## src/rtl/seq_alu_if.sv

```systemverilog
// Operand/request and result/status bundle between the register-file read
// stage, the sequential ALU and the write-back mux.
interface seq_alu_if #(
    parameter int unsigned WIDTH = 32
);
    logic             Start;
    logic [3:0]       ALUOperation;
    logic [WIDTH-1:0] A;
    logic [WIDTH-1:0] B;
    logic [WIDTH-1:0] ALUResult;
    logic             Zero;
    logic             Overflow;
    logic             Busy;
    logic             Done;

    modport master (
        output Start, ALUOperation, A, B,
        input  ALUResult, Zero, Overflow, Busy, Done
    );

    modport slave (
        input  Start, ALUOperation, A, B,
        output ALUResult, Zero, Overflow, Busy, Done
    );
endinterface

```

## src/rtl/seq_alu.sv

```systemverilog
// Registered ALU: logic/add/sub/move complete in one cycle, MUL/MULTPLUS run
// a WIDTH-step shift-add multiplier behind a start/busy/done handshake.
module seq_alu #(
    parameter int unsigned WIDTH = 32,
    parameter int unsigned CNT_W = 6
) (
    input  logic     clk,
    input  logic     reset,
    seq_alu_if.slave bus
);

    localparam logic [0:0] S_IDLE = 1'b0;
    localparam logic [0:0] S_MULT = 1'b1;

    localparam logic [3:0] OP_AND      = 4'b0000;
    localparam logic [3:0] OP_OR       = 4'b0001;
    localparam logic [3:0] OP_NOR      = 4'b0010;
    localparam logic [3:0] OP_ADD      = 4'b0011;
    localparam logic [3:0] OP_SUB      = 4'b0100;
    localparam logic [3:0] OP_INC      = 4'b0101;
    localparam logic [3:0] OP_MULTPLUS = 4'b0110;
    localparam logic [3:0] OP_MOV      = 4'b0111;
    localparam logic [3:0] OP_ADDI     = 4'b1000;
    localparam logic [3:0] OP_MUL      = 4'b1001;

    logic [0:0]       state_q, state_d;
    logic [WIDTH-1:0] res_q, res_d;
    logic [WIDTH-1:0] mcand_q, mcand_d;
    logic [WIDTH-1:0] mplier_q, mplier_d;
    logic [WIDTH-1:0] acc_q, acc_d;
    logic [CNT_W-1:0] cnt_q, cnt_d;
    logic             zero_q, zero_d;
    logic             ovf_q, ovf_d;
    logic             done_q, done_d;
    logic             plus_q, plus_d;

    logic [WIDTH-1:0] alu_res;
    logic             alu_ovf;
    logic             is_mul;
    logic [WIDTH-1:0] acc_step;
    logic [WIDTH-1:0] mul_final;

    always_comb begin
        alu_res = '0;
        alu_ovf = 1'b0;
        is_mul  = 1'b0;
        case (bus.ALUOperation)
            OP_AND:  alu_res = bus.A & bus.B;
            OP_OR:   alu_res = bus.A | bus.B;
            OP_NOR:  alu_res = ~(bus.A | bus.B);
            OP_ADD, OP_ADDI: begin
                alu_res = bus.A + bus.B;
                alu_ovf = (bus.A[WIDTH-1] == bus.B[WIDTH-1]) &&
                          (alu_res[WIDTH-1] != bus.A[WIDTH-1]);
            end
            OP_SUB: begin
                alu_res = bus.A - bus.B;
                alu_ovf = (bus.A[WIDTH-1] != bus.B[WIDTH-1]) &&
                          (alu_res[WIDTH-1] != bus.A[WIDTH-1]);
            end
            OP_INC:  alu_res = bus.A + WIDTH'(1);
            OP_MOV:  alu_res = bus.B;
            OP_MUL, OP_MULTPLUS: is_mul = 1'b1;
            default: alu_res = '0;
        endcase
    end

    // The last iteration and the result write share one edge, so the
    // final product is taken from the combinational step, not acc_q.
    assign acc_step  = mplier_q[0] ? (acc_q + mcand_q) : acc_q;
    assign mul_final = acc_step + {{(WIDTH-1){1'b0}}, plus_q};

    always_comb begin
        state_d  = state_q;
        res_d    = res_q;
        mcand_d  = mcand_q;
        mplier_d = mplier_q;
        acc_d    = acc_q;
        cnt_d    = cnt_q;
        zero_d   = zero_q;
        ovf_d    = ovf_q;
        plus_d   = plus_q;
        done_d   = 1'b0;
        if (state_q == S_IDLE) begin
            if (bus.Start) begin
                if (is_mul) begin
                    mcand_d  = bus.A;
                    mplier_d = bus.B;
                    acc_d    = '0;
                    cnt_d    = '0;
                    plus_d   = (bus.ALUOperation == OP_MULTPLUS);
                    state_d  = S_MULT;
                end else begin
                    res_d  = alu_res;
                    zero_d = (alu_res == '0);
                    ovf_d  = alu_ovf;
                    done_d = 1'b1;
                end
            end
        end else begin
            acc_d    = acc_step;
            mcand_d  = mcand_q << 1;
            mplier_d = mplier_q >> 1;
            cnt_d    = cnt_q + CNT_W'(1);
            if (cnt_q == CNT_W'(WIDTH - 1)) begin
                res_d   = mul_final;
                zero_d  = (mul_final == '0);
                ovf_d   = 1'b0;
                done_d  = 1'b1;
                cnt_d   = '0;
                state_d = S_IDLE;
            end
        end
    end

    always_ff @(posedge clk) begin
        if (reset) begin
            state_q  <= S_IDLE;
            res_q    <= '0;
            mcand_q  <= '0;
            mplier_q <= '0;
            acc_q    <= '0;
            cnt_q    <= '0;
            zero_q   <= 1'b1;
            ovf_q    <= 1'b0;
            done_q   <= 1'b0;
            plus_q   <= 1'b0;
        end else begin
            state_q  <= state_d;
            res_q    <= res_d;
            mcand_q  <= mcand_d;
            mplier_q <= mplier_d;
            acc_q    <= acc_d;
            cnt_q    <= cnt_d;
            zero_q   <= zero_d;
            ovf_q    <= ovf_d;
            done_q   <= done_d;
            plus_q   <= plus_d;
        end
    end

    assign bus.ALUResult = res_q;
    assign bus.Zero      = zero_q;
    assign bus.Overflow  = ovf_q;
    assign bus.Done      = done_q;
    assign bus.Busy      = (state_q == S_MULT);

endmodule

```

## src/flat_wrapper.sv

```systemverilog
// flat-port wrapper written by rule: the top's interface ports become plain ports
module seq_alu_flat 
#(
    parameter int unsigned WIDTH = 32,
    parameter int unsigned CNT_W = 6
)
  (clk, reset, bus_Start, bus_ALUOperation, bus_A, bus_B, bus_ALUResult, bus_Zero, bus_Overflow, bus_Busy, bus_Done);
  seq_alu_if #(.WIDTH(WIDTH)) bus_i ();
  input  logic clk;
  input  logic reset;
  input wire logic [$bits(bus_i.Start)-1:0] bus_Start;
  input wire logic [$bits(bus_i.ALUOperation)-1:0] bus_ALUOperation;
  input wire logic [$bits(bus_i.A)-1:0] bus_A;
  input wire logic [$bits(bus_i.B)-1:0] bus_B;
  output wire logic [$bits(bus_i.ALUResult)-1:0] bus_ALUResult;
  output wire logic [$bits(bus_i.Zero)-1:0] bus_Zero;
  output wire logic [$bits(bus_i.Overflow)-1:0] bus_Overflow;
  output wire logic [$bits(bus_i.Busy)-1:0] bus_Busy;
  output wire logic [$bits(bus_i.Done)-1:0] bus_Done;
  assign bus_i.Start = bus_Start;
  assign bus_i.ALUOperation = bus_ALUOperation;
  assign bus_i.A = bus_A;
  assign bus_i.B = bus_B;
  assign bus_ALUResult = bus_i.ALUResult;
  assign bus_Zero = bus_i.Zero;
  assign bus_Overflow = bus_i.Overflow;
  assign bus_Busy = bus_i.Busy;
  assign bus_Done = bus_i.Done;
  seq_alu #(.WIDTH(WIDTH), .CNT_W(CNT_W)) u_core (.clk(clk), .reset(reset), .bus(bus_i));
endmodule
```

## config.mk

```make
export PLATFORM = sky130hd
export DESIGN_NAME = seq_alu_flat
export DESIGN_NICKNAME = d
export VERILOG_FILES = /design/src/rtl/seq_alu_if.sv /design/src/rtl/seq_alu.sv /design/src/flat_wrapper.sv
export SDC_FILE = /design/constraint.sdc
export NUM_CORES = 1
export LEC_CHECK = 0
export ABC_CLOCK_PERIOD_IN_PS = 5300
export BUFFER_PORTS_ARGS = -buffer_cell sky130_fd_sc_hd__buf_2
export CAP_MARGIN = 40
export CORE_AREA = 2 2 199 201
export CTS_CLUSTER_DIAMETER = 120
export CTS_CLUSTER_SIZE = 8
export DETAILED_ROUTE_END_ITERATION = 8
export DIE_AREA = 0 0 201 203
export GPL_ROUTABILITY_DRIVEN = 0
export HOLD_SLACK_MARGIN = 0.08
export PLACE_DENSITY_LB_ADDON = 0.3
export SYNTH_ARGS = -nofsm -noshare
export SYNTH_HDL_FRONTEND = slang
export SYNTH_SLANG_ARGS = --single-unit
```

## constraint.sdc

```tcl
create_clock -name clk -period 5.3 [get_ports clk]
set_input_delay 0.265 -clock clk [delete_from_list [all_inputs] [get_ports clk]]
set_output_delay 0.265 -clock clk [all_outputs]
set_load 0.05 [all_outputs]
```

==> results_dict.tcl, run 1 <==
set metrics [dict create \
    cts.htree.levels 4 \
    worstPathArrival_ps 4920 \
    path_cells "ha_1 -> fa_1 -> a21o_1 -> a221oi_1 -> xnor2_1 -> mux2_2 -> and3b_1 -> and2_1 -> nand2_1 -> nor3_2 -> nor4b_2 -> xnor2_1 -> nor4_1 -> nand4_1 -> o211ai_2" \
    ys_seq_elements 139 \
    hold_viol 0 \
    grt-ovfl-total 0 \
    outcome "finished clean" \
    ctsResizeCount 0 \
    ys.flop_type "dfxtp_1" \
    clock_path_buffers 2 \
    portBuffers 106 \
    fin_nets 2444 \
    finalSetupTns_ps 0 \
    track_usage_pct 25.8 \
    synth_cell_types 89 \
    top_usage_layer "met2" \
    synth_top_cell_area_share_pct 18.2 \
    diodes 0 \
    io_pins 107 \
    clkSinkCount 139 \
    cp_max_fo 8 \
    power_uw 3460 \
    die_w_um 201 \
    grt_setup_unrepaired "no" \
    min_period_ps 4540 \
    ant_nets 0 \
    synthesis.area_mm2 0.0153 \
    power_leakage_uw 0.00718 \
    worstMarginPinSlew_ps 889 \
    cts_hold_buf 0 \
    dieArea_mm2 0.0408 \
    grt_pass1_vias 15600 \
    cts_root_buf "clkbuf_16" \
    fmax_mhz 220 \
    async_flop_share_pct 0 \
    core_mm2 0.0385 \
    wl_per_cell_um 19.6 \
    critPathMaxStageDelay_ps 670 \
    grt_util_met3_pct 4.53 \
    cp_data_required_time_ps 5680 \
    antenna_found_initial 0 \
    die_y_um 203 \
    maxSlewViolCount 0 \
    fill_cells 4031 \
    synth_top_cell_by_area "dfxtp_1" \
    num_rows 72 \
    powerDensity_mw_per_mm2 205 \
    numCtsBuffers 17 \
    area_growth_pct 10.1 \
    grtUsageMet1_pct 34.2 \
    layout-drive-gt1-share_pct 9.85 \
    via_per_inst 6.23 \
    drtIter0Drc 1800 \
    grt_max_degree 192 \
    grt_first_pass_wirelength_mm 85.7 \
    cp_slowest_cell "a221oi_1" \
    end_kind "flip-flop" \
    syn_avg_cell_area_um2 6.86 \
    ys_seq_area_share_pct 18.2 \
    drv_cap 0 \
    post-route-drc-count 0 \
    dp_hpwl_mm 40.4 \
    use_met2_pct 40.1 \
    final_min_period_over_clock_period_pct 85.7 \
    drt-total-wl_mm 54.3 \
    synth_cells 2231 \
    synth_nets 2435 \
    cpMostUsedCell "xnor2_1" \
    start_kind "flip-flop" \
    clock_skew_ps 9.91 \
    path_buf_inv 0 \
    start_util_pct 39.8 \
    seq_area_mm2 0.00279 \
    cts_tree "built" \
    yosysWarnings 0 \
    via_count 17300 \
    peakVddDrop_uv 237 \
    insertion_delay_ps 450 \
    cp_top_family "simple AND/OR/NAND/NOR gates" \
    path_clk_slew_ps 70 \
    setup_viol 0 \
    multi_input_area_mm2 0.0116 \
    maxSlewHeadroom_pct 40.7 \
    utilization_pct 43.8 \
    pre_cts_ws_ps 540 \
    postCtsSetupBuffers 0 \
    dr.pass1.iters 8 \
    ys_top_cells_by_area "dfxtp_1, ha_1, a21oi_1" \
    crit_type "flip-flop to flip-flop" \
    layout_setup_ws_ps 757 \
    hold_class "input pin to flip-flop" \
    synth_edf_count 0 \
]
## area by class of cell
class                      count  share of cell area, %
timing repair buffer         135                   4.54
tap                          518                   3.85
multi-input combinational   1825                   68.6
sequential                   139                   16.5
inverter                     122                   2.72
clock inverter                13                   1.08
clock buffer                  19                   2.63
## metrics by stage
step	cells	hold WS [ps]	instance area [um2]
2_1_floorplan	2231	432	15300
4_1_cts	2771	263	16800
6_report	2771	283	16800
3_5_place_dp	2739	447	16200
5_1_grt	2771	293	16800
3_3_place_gp	2735	441	16200
## worst register-to-register path, stage by stage (launching register included)
cell and delay [ps]:
dfxtp_1 330, ha_1 240, fa_1 440, a21o_1 200, a221oi_1 670, xnor2_1 220
mux2_2 270, and3b_1 280, and2_1 190, nand2_1 130, nor3_2 410, nor4b_2 320
xnor2_1 140, nor4_1 360, nand4_1 150, o211ai_2 140
## layer usage
layer | routed length, um | up-vias
li1 | - | 8120
met4 | 2840 | 0
met5 | 0 | -
met2 | 23300 | 892
met3 | 4630 | 173
met1 | 23500 | 8067
## sequential cells by signal, summed over array words and instances, names as in the netlist
signal,flops
u_core.plus_q,1
u_core.acc_q,32
u_core.bus.ALUResult,32
u_core.bus.Busy,1
u_core.bus.Overflow,1
u_core.mcand_q,32
u_core.cnt_q,6
u_core.bus.Done,1
u_core.mplier_q,32
u_core.bus.Zero,1
## worst paths after layout
| path | from | to | slack (ps) | cells past startpoint |
|---|---|---|---|---|
| max | u_core.mcand_q[0] | u_core.bus.Zero | 760 | 15 |
| min | bus_B[0] | u_core.mplier_q[0] | 280 | 5 |
| max reg2reg | u_core.mcand_q[0] | u_core.bus.Zero | 760 | 15 |
| min reg2reg | u_core.bus.ALUResult[18] | u_core.bus.ALUResult[18] | 450 | 2 |
## cell families after synthesis
group,after synthesis,share of synthesized area [%]
AOI/OAI and AO/OA,740,31.2
xor gates and xnor gates,81,4.64
adders and majority gates,133,11.0
buffers and inverters,267,6.59
DFF,139,18.2
muxes,32,2.17
and+or+nand+nor,839,26.2
## report_power, final
part / total [uW] / switching (uW) / internal, uW
Sequential: 1110 / 30.1 / 1080
Combinational: 1010 / 690 / 323
Clock: 1330 / 565 / 768
## synthesized netlist by cell type (23+ instances only)
cell and n:
xnor2_1 59, inv_1 119, mux2i_1 23, nor2_1 368, and3_1 35, o211ai_1 40
a21o_1 33, a21oi_1 297, a221oi_1 39, nand4_1 37, dfxtp_1 139, o21ai_0 102
nand2_1 158, clkbuf_1 123, nand3_1 54, a31oi_1 28, ha_1 130, nor3_1 37
## placed cells by master, fill, tap and decap left out, types with 35 or more instances in the layout
cell type    n
a21oi_1    297
a221oi_1    39
and3_1      35
buf_2      106
dfxtp_1    137
ha_1       130
inv_1      119
nand2_1    158
nand3_1     54
nand4_1     37
nor2_1     368
nor3_1      37
o211ai_1    40
o21ai_0    102
xnor2_1     59
(Power assumes the default switching activity.)
==> run 2: changes to the inputs <==
Settings changed: CORE_AREA 2 2 199 201 to 2 2 256 157, DIE_AREA 0 0 201 203 to 0 0 258 159.
==> run 2 against run 1 <==
Compared with the run above:
- non-clock buffer count grew 4
- sequential share of layout area about the same
- fmax decreased by 5.0%
- first-iteration DRC count increased by 44%
- register-to-register slack gained 80 ps
- setup slack worse by 240 ps
- cell count is 0.40% higher
- wire length rose by 7.2%
- critical endpoint unchanged
- highest routed layer unchanged
==> results_dict.tcl, run 2 (synthesized netlist as in run 1, its figures left out) <==
set metrics [dict create \
    clock_path_buffers 2 \
    drtIter0Drc 2587 \
    via_per_inst 6.28 \
    cts_root_buf "clkbuf_16" \
    cts.htree.levels 4 \
    intPower_uw 2060 \
    die_y_um 159 \
    combPwrFrac_pct 30.6 \
    area_growth_pct 9.98 \
    fin_area_mm2 0.0168 \
    worstPathArrival_ps 5160 \
    fmax_mhz 209 \
    clock_skew_ps 13.0 \
    grt-ovfl-total 0 \
    grt_max_degree 77 \
    portBuffers 106 \
    setup_viol 0 \
    core_mm2 0.0386 \
    finalSetupTns_ps 0 \
    netSwitchingFraction_pct 39.1 \
    ctsResizeCount 0 \
    cp_max_fo 5 \
    cp_data_required_time_ps 5680 \
    worstMarginPinSlew_ps 905 \
    grt_first_pass_wirelength_mm 89.8 \
    antenna_found_initial 4 \
    powerDensity_mw_per_mm2 201 \
    final_common_cell "nor2_1" \
    maxSlewViolCount 0 \
    drv_cap 0 \
    cts_hold_buf 0 \
    path_clk_slew_ps 70 \
    end_kind "flip-flop" \
    final_cell_mix "nor2_1, a21oi_1, nand2_1" \
    insertion_delay_ps 460 \
    peakVddDrop_uv 211 \
    grt_setup_unrepaired "no" \
    power.switching_uw 1320 \
    crit_type "input pin to flip-flop" \
    wl_per_cell_um 20.9 \
    multi_input_area_mm2 0.0116 \
    dr.pass1.iters 6 \
    final_min_period_over_clock_period_pct 90.2 \
    p_seq_share_pct 32.9 \
    power_uw 3380 \
    clkSinkCount 139 \
    via_count 17500 \
    postCtsSetupBuffers 0 \
    clkPwrFrac_pct 36.5 \
    grt_pass1_vias 15500 \
    hold_viol 0 \
    maxSlewHeadroom_pct 39.7 \
    cts_tree "built" \
    post_dp_cell_area_mm2 0.0163 \
    ant_nets 0 \
    numCtsBuffers 17 \
    hold_class "input pin to flip-flop" \
    die_w_um 258 \
    start_kind "input pin" \
    min_period_ps 4780 \
    fin_nets 2448 \
    drt-total-wl_mm 58.2 \
    fill_cells 3930 \
    layout-drive-gt1-share_pct 10.1 \
    io_pins 107 \
    dp_hpwl_mm 43.6 \
    start_util_pct 39.6 \
    outcome "finished clean" \
    dieArea_mm2 0.0410 \
    track_usage_pct 27.4 \
    power_leakage_uw 0.00716 \
    num_rows 56 \
    seq_area_mm2 0.00279 \
    post-route-drc-count 0 \
]
## run 2: worst max-delay path: stages
cell      delay [ps]
buf_2            130
ha_1             240
fa_1             410
a21o_1           200
a221oi_2         380
o221ai_1         410
a21oi_1          360
o21ai_0          210
a211oi_1         560
mux2_2           400
a221oi_1         400
nand2_1           90
or4b_1           490
nor4_1           330
nand4b_1         170
o211ai_2         100
## run 2: final timing paths
path	from	end	slack (ps)	cells after the start
min reg2reg	u_core.bus.ALUResult[18]	u_core.bus.ALUResult[18]	450	2
max	bus_B[0]	u_core.bus.Zero	520	16
max reg2reg	u_core.acc_q[10]	u_core.bus.ALUResult[31]	840	14
min	bus_B[0]	u_core.mplier_q[0]	250	5
## run 2: final cells by class
cell class / instances / share of cell area (%)
multi-input cells: 1825 / 68.8
flip-flops and latches: 139 / 16.6
repair buffers: 139 / 4.68
well taps: 522 / 3.88
inverters: 122 / 2.72
clock buffers: 18 / 2.55
clock inverters: 14 / 0.803
diodes: 3 / 0.0446
## run 2: per-layer routing
layer	vias to the layer above	wire length (um)	GRT usage [%]
li1	8129	-	-
met1	8114	26800	41.1
met2	1069	22900	38.0
met3	155	6330	5.22
met4	0	2070	10.3
met5	-	0	0
## run 2: metrics by stage
stage / utilization, % / std cells / setup slack [ps] / hold slack, ps
finish: 43.6 / 2782 / 520 / 249
global placement: 42.0 / 2742 / 594 / 439
global route: 43.6 / 2781 / 288 / 315
floorplan: - / 2231 / 942 / 432
detailed placement: 42.1 / 2747 / 246 / 443
CTS: 43.6 / 2779 / 712 / 240
## run 2: power by group through the flow
stage	registers [uW]	logic [uW]	clock network [uW]
finish	1110	1030	1240
global route	1110	1110	1290
global placement	1130	976	0
detailed placement	1140	991	0
floorplan	1200	616	0
CTS	1110	997	1250
